## src/rtl/wb_sram_responder.sv

```systemverilog
// Pipelined Wishbone B4 responder in front of a single-port SRAM macro.
// Requests are decoded into SRAM accesses (or bus errors) and answered in
// order with a fixed latency of READ_LATENCY+2 cycles after acceptance.
module wb_sram_responder #(
    parameter int SRAM_ADDR_WIDTH = 9,
    parameter int READ_LATENCY    = 1,
    parameter int MAX_OUTSTANDING = 4
) (
    input  logic                       wb_clk_i,
    input  logic                       wb_rst_n_i,
    input  logic                       wb_cyc_i,
    input  logic                       wb_stb_i,
    input  logic                       wb_we_i,
    input  logic [3:0]                 wb_sel_i,
    input  logic [31:0]                wb_data_i,
    input  logic [27:0]                wb_adr_i,
    output logic                       wb_ack_o,
    output logic                       wb_stall_o,
    output logic                       wb_error_o,
    output logic [31:0]                wb_data_o,
    output logic                       sram_csb_o,
    output logic                       sram_web_o,
    output logic [3:0]                 sram_wmask_o,
    output logic [SRAM_ADDR_WIDTH-1:0] sram_addr_o,
    output logic [31:0]                sram_din_o,
    input  logic [31:0]                sram_dout_i
);

    // Counter must hold 0..MAX_OUTSTANDING, and MAX_OUTSTANDING is at most 7.
    localparam int CNT_W  = 3;
    // Tag stage k is valid in cycle N+1+k; the last stage lines up with SRAM read data.
    localparam int STAGES = READ_LATENCY + 1;

    logic                       accept;
    logic                       req_err;
    logic                       issue;
    logic                       resp;
    logic                       resp_good_read;

    logic [CNT_W-1:0]           count_reg;
    logic [CNT_W-1:0]           count_next;

    logic [STAGES-1:0]          pipe_valid_reg;
    logic [STAGES-1:0]          pipe_err_reg;
    logic [STAGES-1:0]          pipe_we_reg;
    logic [STAGES-1:0]          pipe_valid_next;
    logic [STAGES-1:0]          pipe_err_next;
    logic [STAGES-1:0]          pipe_we_next;

    logic                       ack_reg;
    logic                       err_reg;
    logic [31:0]                rdata_reg;

    logic                       csb_reg;
    logic                       web_reg;
    logic [3:0]                 wmask_reg;
    logic [SRAM_ADDR_WIDTH-1:0] addr_reg;
    logic [31:0]                din_reg;

    // Stall depends on registered state only, so a master may sample it freely.
    assign wb_stall_o = (count_reg == CNT_W'(MAX_OUTSTANDING));
    assign accept     = wb_cyc_i & wb_stb_i & ~wb_stall_o;

    // Misaligned addresses and anything above the SRAM window are bus errors.
    assign req_err = (wb_adr_i[1:0] != 2'b00) ||
                     ((wb_adr_i >> (SRAM_ADDR_WIDTH + 2)) != 28'd0);

    // A write with no byte lanes enabled is acknowledged without touching the SRAM.
    assign issue = accept & ~req_err & ~(wb_we_i & (wb_sel_i == 4'b0000));

    assign resp           = pipe_valid_reg[STAGES-1];
    assign resp_good_read = resp & ~pipe_err_reg[STAGES-1] & ~pipe_we_reg[STAGES-1];

    // Tag pipeline shift; dropping cyc invalidates everything in flight.
    assign pipe_valid_next[0] = accept;
    assign pipe_err_next[0]   = req_err;
    assign pipe_we_next[0]    = wb_we_i;
    for (genvar gi = 1; gi < STAGES; gi++) begin : g_stage
        assign pipe_valid_next[gi] = wb_cyc_i & pipe_valid_reg[gi-1];
        assign pipe_err_next[gi]   = pipe_err_reg[gi-1];
        assign pipe_we_next[gi]    = pipe_we_reg[gi-1];
    end

    // Outstanding count: accept and response in the same cycle cancel out.
    always_comb begin
        count_next = count_reg;
        if (!wb_cyc_i) begin
            count_next = '0;
        end else if (accept && !resp) begin
            count_next = count_reg + 1'b1;
        end else if (!accept && resp) begin
            count_next = count_reg - 1'b1;
        end
    end

    // Counter and tag pipeline state.
    always_ff @(posedge wb_clk_i or negedge wb_rst_n_i) begin
        if (!wb_rst_n_i) begin
            count_reg      <= '0;
            pipe_valid_reg <= '0;
            pipe_err_reg   <= '0;
            pipe_we_reg    <= '0;
        end else begin
            count_reg      <= count_next;
            pipe_valid_reg <= pipe_valid_next;
            pipe_err_reg   <= pipe_err_next;
            pipe_we_reg    <= pipe_we_next;
        end
    end

    // Response pulse and read data capture, aligned with the oldest tag.
    always_ff @(posedge wb_clk_i or negedge wb_rst_n_i) begin
        if (!wb_rst_n_i) begin
            ack_reg   <= 1'b0;
            err_reg   <= 1'b0;
            rdata_reg <= '0;
        end else begin
            ack_reg   <= wb_cyc_i & resp & ~pipe_err_reg[STAGES-1];
            err_reg   <= wb_cyc_i & resp & pipe_err_reg[STAGES-1];
            rdata_reg <= (wb_cyc_i && resp_good_read) ? sram_dout_i : 32'd0;
        end
    end

    // SRAM control is registered; address/data/mask hold between accesses.
    always_ff @(posedge wb_clk_i or negedge wb_rst_n_i) begin
        if (!wb_rst_n_i) begin
            csb_reg   <= 1'b1;
            web_reg   <= 1'b1;
            wmask_reg <= '0;
            addr_reg  <= '0;
            din_reg   <= '0;
        end else begin
            csb_reg <= ~issue;
            web_reg <= issue ? ~wb_we_i : 1'b1;
            if (issue) begin
                wmask_reg <= wb_sel_i;
                addr_reg  <= wb_adr_i[SRAM_ADDR_WIDTH+1:2];
                din_reg   <= wb_data_i;
            end
        end
    end

    // Responses are suppressed for as long as the master has cyc low.
    assign wb_ack_o   = ack_reg & wb_cyc_i;
    assign wb_error_o = err_reg & wb_cyc_i;
    assign wb_data_o  = wb_cyc_i ? rdata_reg : 32'd0;

    assign sram_csb_o   = csb_reg;
    assign sram_web_o   = web_reg;
    assign sram_wmask_o = wmask_reg;
    assign sram_addr_o  = addr_reg;
    assign sram_din_o   = din_reg;

endmodule

```

## config.mk

```make
export PLATFORM = sky130hd
export DESIGN_NAME = wb_sram_responder
export DESIGN_NICKNAME = d
export VERILOG_FILES = /design/src/rtl/wb_sram_responder.sv
export SDC_FILE = /design/constraint.sdc
export NUM_CORES = 1
export LEC_CHECK = 0
export CORE_MARGIN = 2
export CORE_UTILIZATION = 43
export DETAILED_ROUTE_END_ITERATION = 10
export PLACE_DENSITY = 0.87
export SLEW_MARGIN = 20
export SYNTH_ARGS = -nofsm -noshare
export SYNTH_HDL_FRONTEND = slang
export SYNTH_SLANG_ARGS = --single-unit
```

## constraint.sdc

```tcl
create_clock -name wb_clk_i -period 4.63 [get_ports wb_clk_i]
set_input_delay 0.6945 -clock wb_clk_i [delete_from_list [all_inputs] [get_ports wb_clk_i]]
set_output_delay 0.6945 -clock wb_clk_i [all_outputs]
set_load 0.05 [all_outputs]
```

==> flow_summary.toml <==
[synth]
synth_top_flop_cell = "dfrtp_1"
ys_types = 33
netlist_top_cells_area = "dfrtp_1 62%, mux2_2 13%, and2_1 12%, dfstp_2 1.5%, buf_6 1.3%"
yosysTopAreaCellShare_pct = 62.0
synth-edff-count = 0
synth_fp_nets = 361
synth_cells = 259
yosysMostFrequentCell = "dfrtp_1"
syn_avg_cell_area_um2 = 13.7
yosys.area.top_type = "dfrtp_1"
ys_warn_count = 0
synth_area_um2 = 3550
synth-seq-cells = 90
netlist_top_cells_count = "88 x dfrtp_1, 67 x and2_1, 42 x mux2_2, 7 x clkbuf_1, 7 x nor4_1"
async_reset_ff_share_pct = 100
yosysSeqAreaShare_pct = 63.5

[detailed_routing]
wl_met1_um = 3250
drtIter0Drc = 73
vias_per_cell = 4.76
wl_met3_um = 705
wire_per_inst_um = 15.0
via_count = 2634
totalWireLength_um = 8280
ant_nets = 0
drc = 0
highest_layer = "met4"
met2_length_um = 4250
first_pass_iters = 4

[timing]
setup_viol = 0
min_period_ps = 3130
finalSetupTns_ps = 0
worst_hold_slack_ps = 356
timing.final.ws_setup_ps = 1500
tightest_slew_ps = 783
maxSlewViolCount = 0
relSlewSlack_pct = 47.8
rsz0062_at_grt = "false"
finalClockSkew_ps = 11.7
hold_viol = 0
period_share_pct = 67.5
max_freq_mhz = 320

[setup_path]
worstPathMaxFanout = 41
crit_buf_inv = 3
cp.arrival_ps = 2430
crit_path_end_kind = "primary output"
critPathTopFamily = "buffers and inverters"
worstPathRequired_ps = 3940
crit_chain = "clkdlybuf4s50_1 > buf_4 > and2_1 > clkdlybuf4s50_1"
cp_slowest_cell = "clkdlybuf4s50_1"
cpPeakStageDelay_ps = 800
path_class = "input pin to primary output"
crit_top_cell = "clkdlybuf4s50_1"
cp-start-kind = "input pin"

[final_layout]
fin_util_pct = 69.8
fill_cells = 639
drive_gt1_share_pct = 15.0
final_nets = 545
syn2layout_area_growth_pct = 59.1
antenna_cells = 0
stdcell_count = 553

[clock_tree]
ctsHtreeMaxLevel = 3
cts_max_path_buffers = 2
ctsResizeCount = 0
clock_sinks = 90
postCtsSetupBuffers = 0
tritoncts = "yes"
clkTransAtPathRegs_ps = 80
clkLatencyLatePin_ps = 340
holdBufCountCts = 0
cts_made_buffers = 9
cts_root_buffer = "clkbuf_8"

[power_and_ir_drop]
peakVddDrop_uv = 196
p_leak_nw = 2.57
powerDensity_nw_per_um2 = 259

[die]
start_util_pct = 43.9
boundaryPins = 183
die_x_um = 94.9
core_area_um2 = 8090
dieArea_um2 = 9000
rows = 33
die-height_um = 94.9

[flow_run]
max-cap-violations = 0

[placement]
portBuffers = 182
gp_congestion = 0.786
dp_hpwl_um = 6180
place_inst = 537
place_ws_ps = 1320

[grt]
grt_antenna_before_repair = 0
grt_pass1_vias = 2761
overflow = 0
gr-usage-all-layers_pct = 19.0
grt_pass1_wl_um = 13300
grt_max_degree = 91

[run_status]
status = "completed"

[worst_hold_path]
hp-class = "flip-flop to flip-flop"
==> power by group <==
group / internal (mW) / total, mW / switching (mW)
sequential: 0.791 / 0.796 / 0.00577
combinational: 0.0903 / 0.141 / 0.0511
clock: 0.251 / 0.523 / 0.272
total: 1.13 / 1.46 / 0.329
==> worst register-to-register path: cells and delay by family (launching register included) <==
kind / cells / cell delay (ps)
simple gates: 3 / 850
flops: 1 / 440
mux: 1 / 430
buf+inv: 1 / 500
==> stage by stage <==
step	area [um2]	power, mW
2_1_floorplan	3550	0.845
3_3_place_gp	5450	0.948
3_5_place_dp	5450	0.954
4_1_cts	5650	1.48
5_1_grt	5650	1.52
6_report	5650	1.46
==> worst paths after layout <==
kind,startpoint,end,slack (ps),depth (start not counted)
max in group asynchronous,wb_rst_n_i,sram_din_o[21],3700,1
min in group asynchronous,wb_rst_n_i,rdata_reg[21],410,1
min,pipe_we_reg[0],pipe_we_reg[1],360,0
max,wb_cyc_i,wb_error_o,1500,4
min reg2reg,pipe_we_reg[0],pipe_we_reg[1],360,0
max reg2reg,count_reg[2],sram_din_o[9],2300,5
==> layout make-up <==
type / count / area (um2) / area share, %
multi-input cells: 151 / 1200 / 21.3
well taps: 105 / 131 / 2.33
repair buffers: 185 / 1850 / 32.7
clock inverters: 6 / 67.6 / 1.20
clock buffers: 10 / 128 / 2.26
inverters: 6 / 22.5 / 0.399
flip-flops and latches: 90 / 2250 / 39.9
==> cell usage in the layout, fill, tap and decap left out, types with 2 or more instances in the layout <==
master / n
a21o_1: 2
and2_1: 67
buf_4: 3
clkbuf_8: 9
clkdlybuf4s50_1: 181
clkinv_4: 2
clkinvlp_4: 2
dfrtp_1: 88
dfstp_2: 2
inv_1: 6
mux2_1: 2
mux2_2: 42
nand2_1: 6
nor2_1: 4
nor4_1: 7
==> logic make-up (layout without fill, tap and decap cells) <==
| logic type | Yosys count | count (layout) | share of synthesized area (%) |
|---|---|---|---|
| AND/OR/NAND/NOR | 95 | 95 | 16.7 |
| flip-flops | 90 | 90 | 63.5 |
| multiplexers | 45 | 45 | 14.2 |
| buffers and inverters | 18 | 207 | 2.85 |
| AO/OA/AOI/OAI | 8 | 8 | 1.69 |
| XOR/XNOR | 2 | 2 | 0.493 |
| adder cells (fa/ha/maj) | 1 | 1 | 0.564 |
==> layer usage <==
metal / vias to the layer above / GRT usage [%]
li1: 1223 / -
met4: 0 / 5.56
met2: 119 / 33.2
met1: 1283 / 22.6
met3: 9 / 5.83
met5: - / 0
Power figures use the tool's default switching activity.
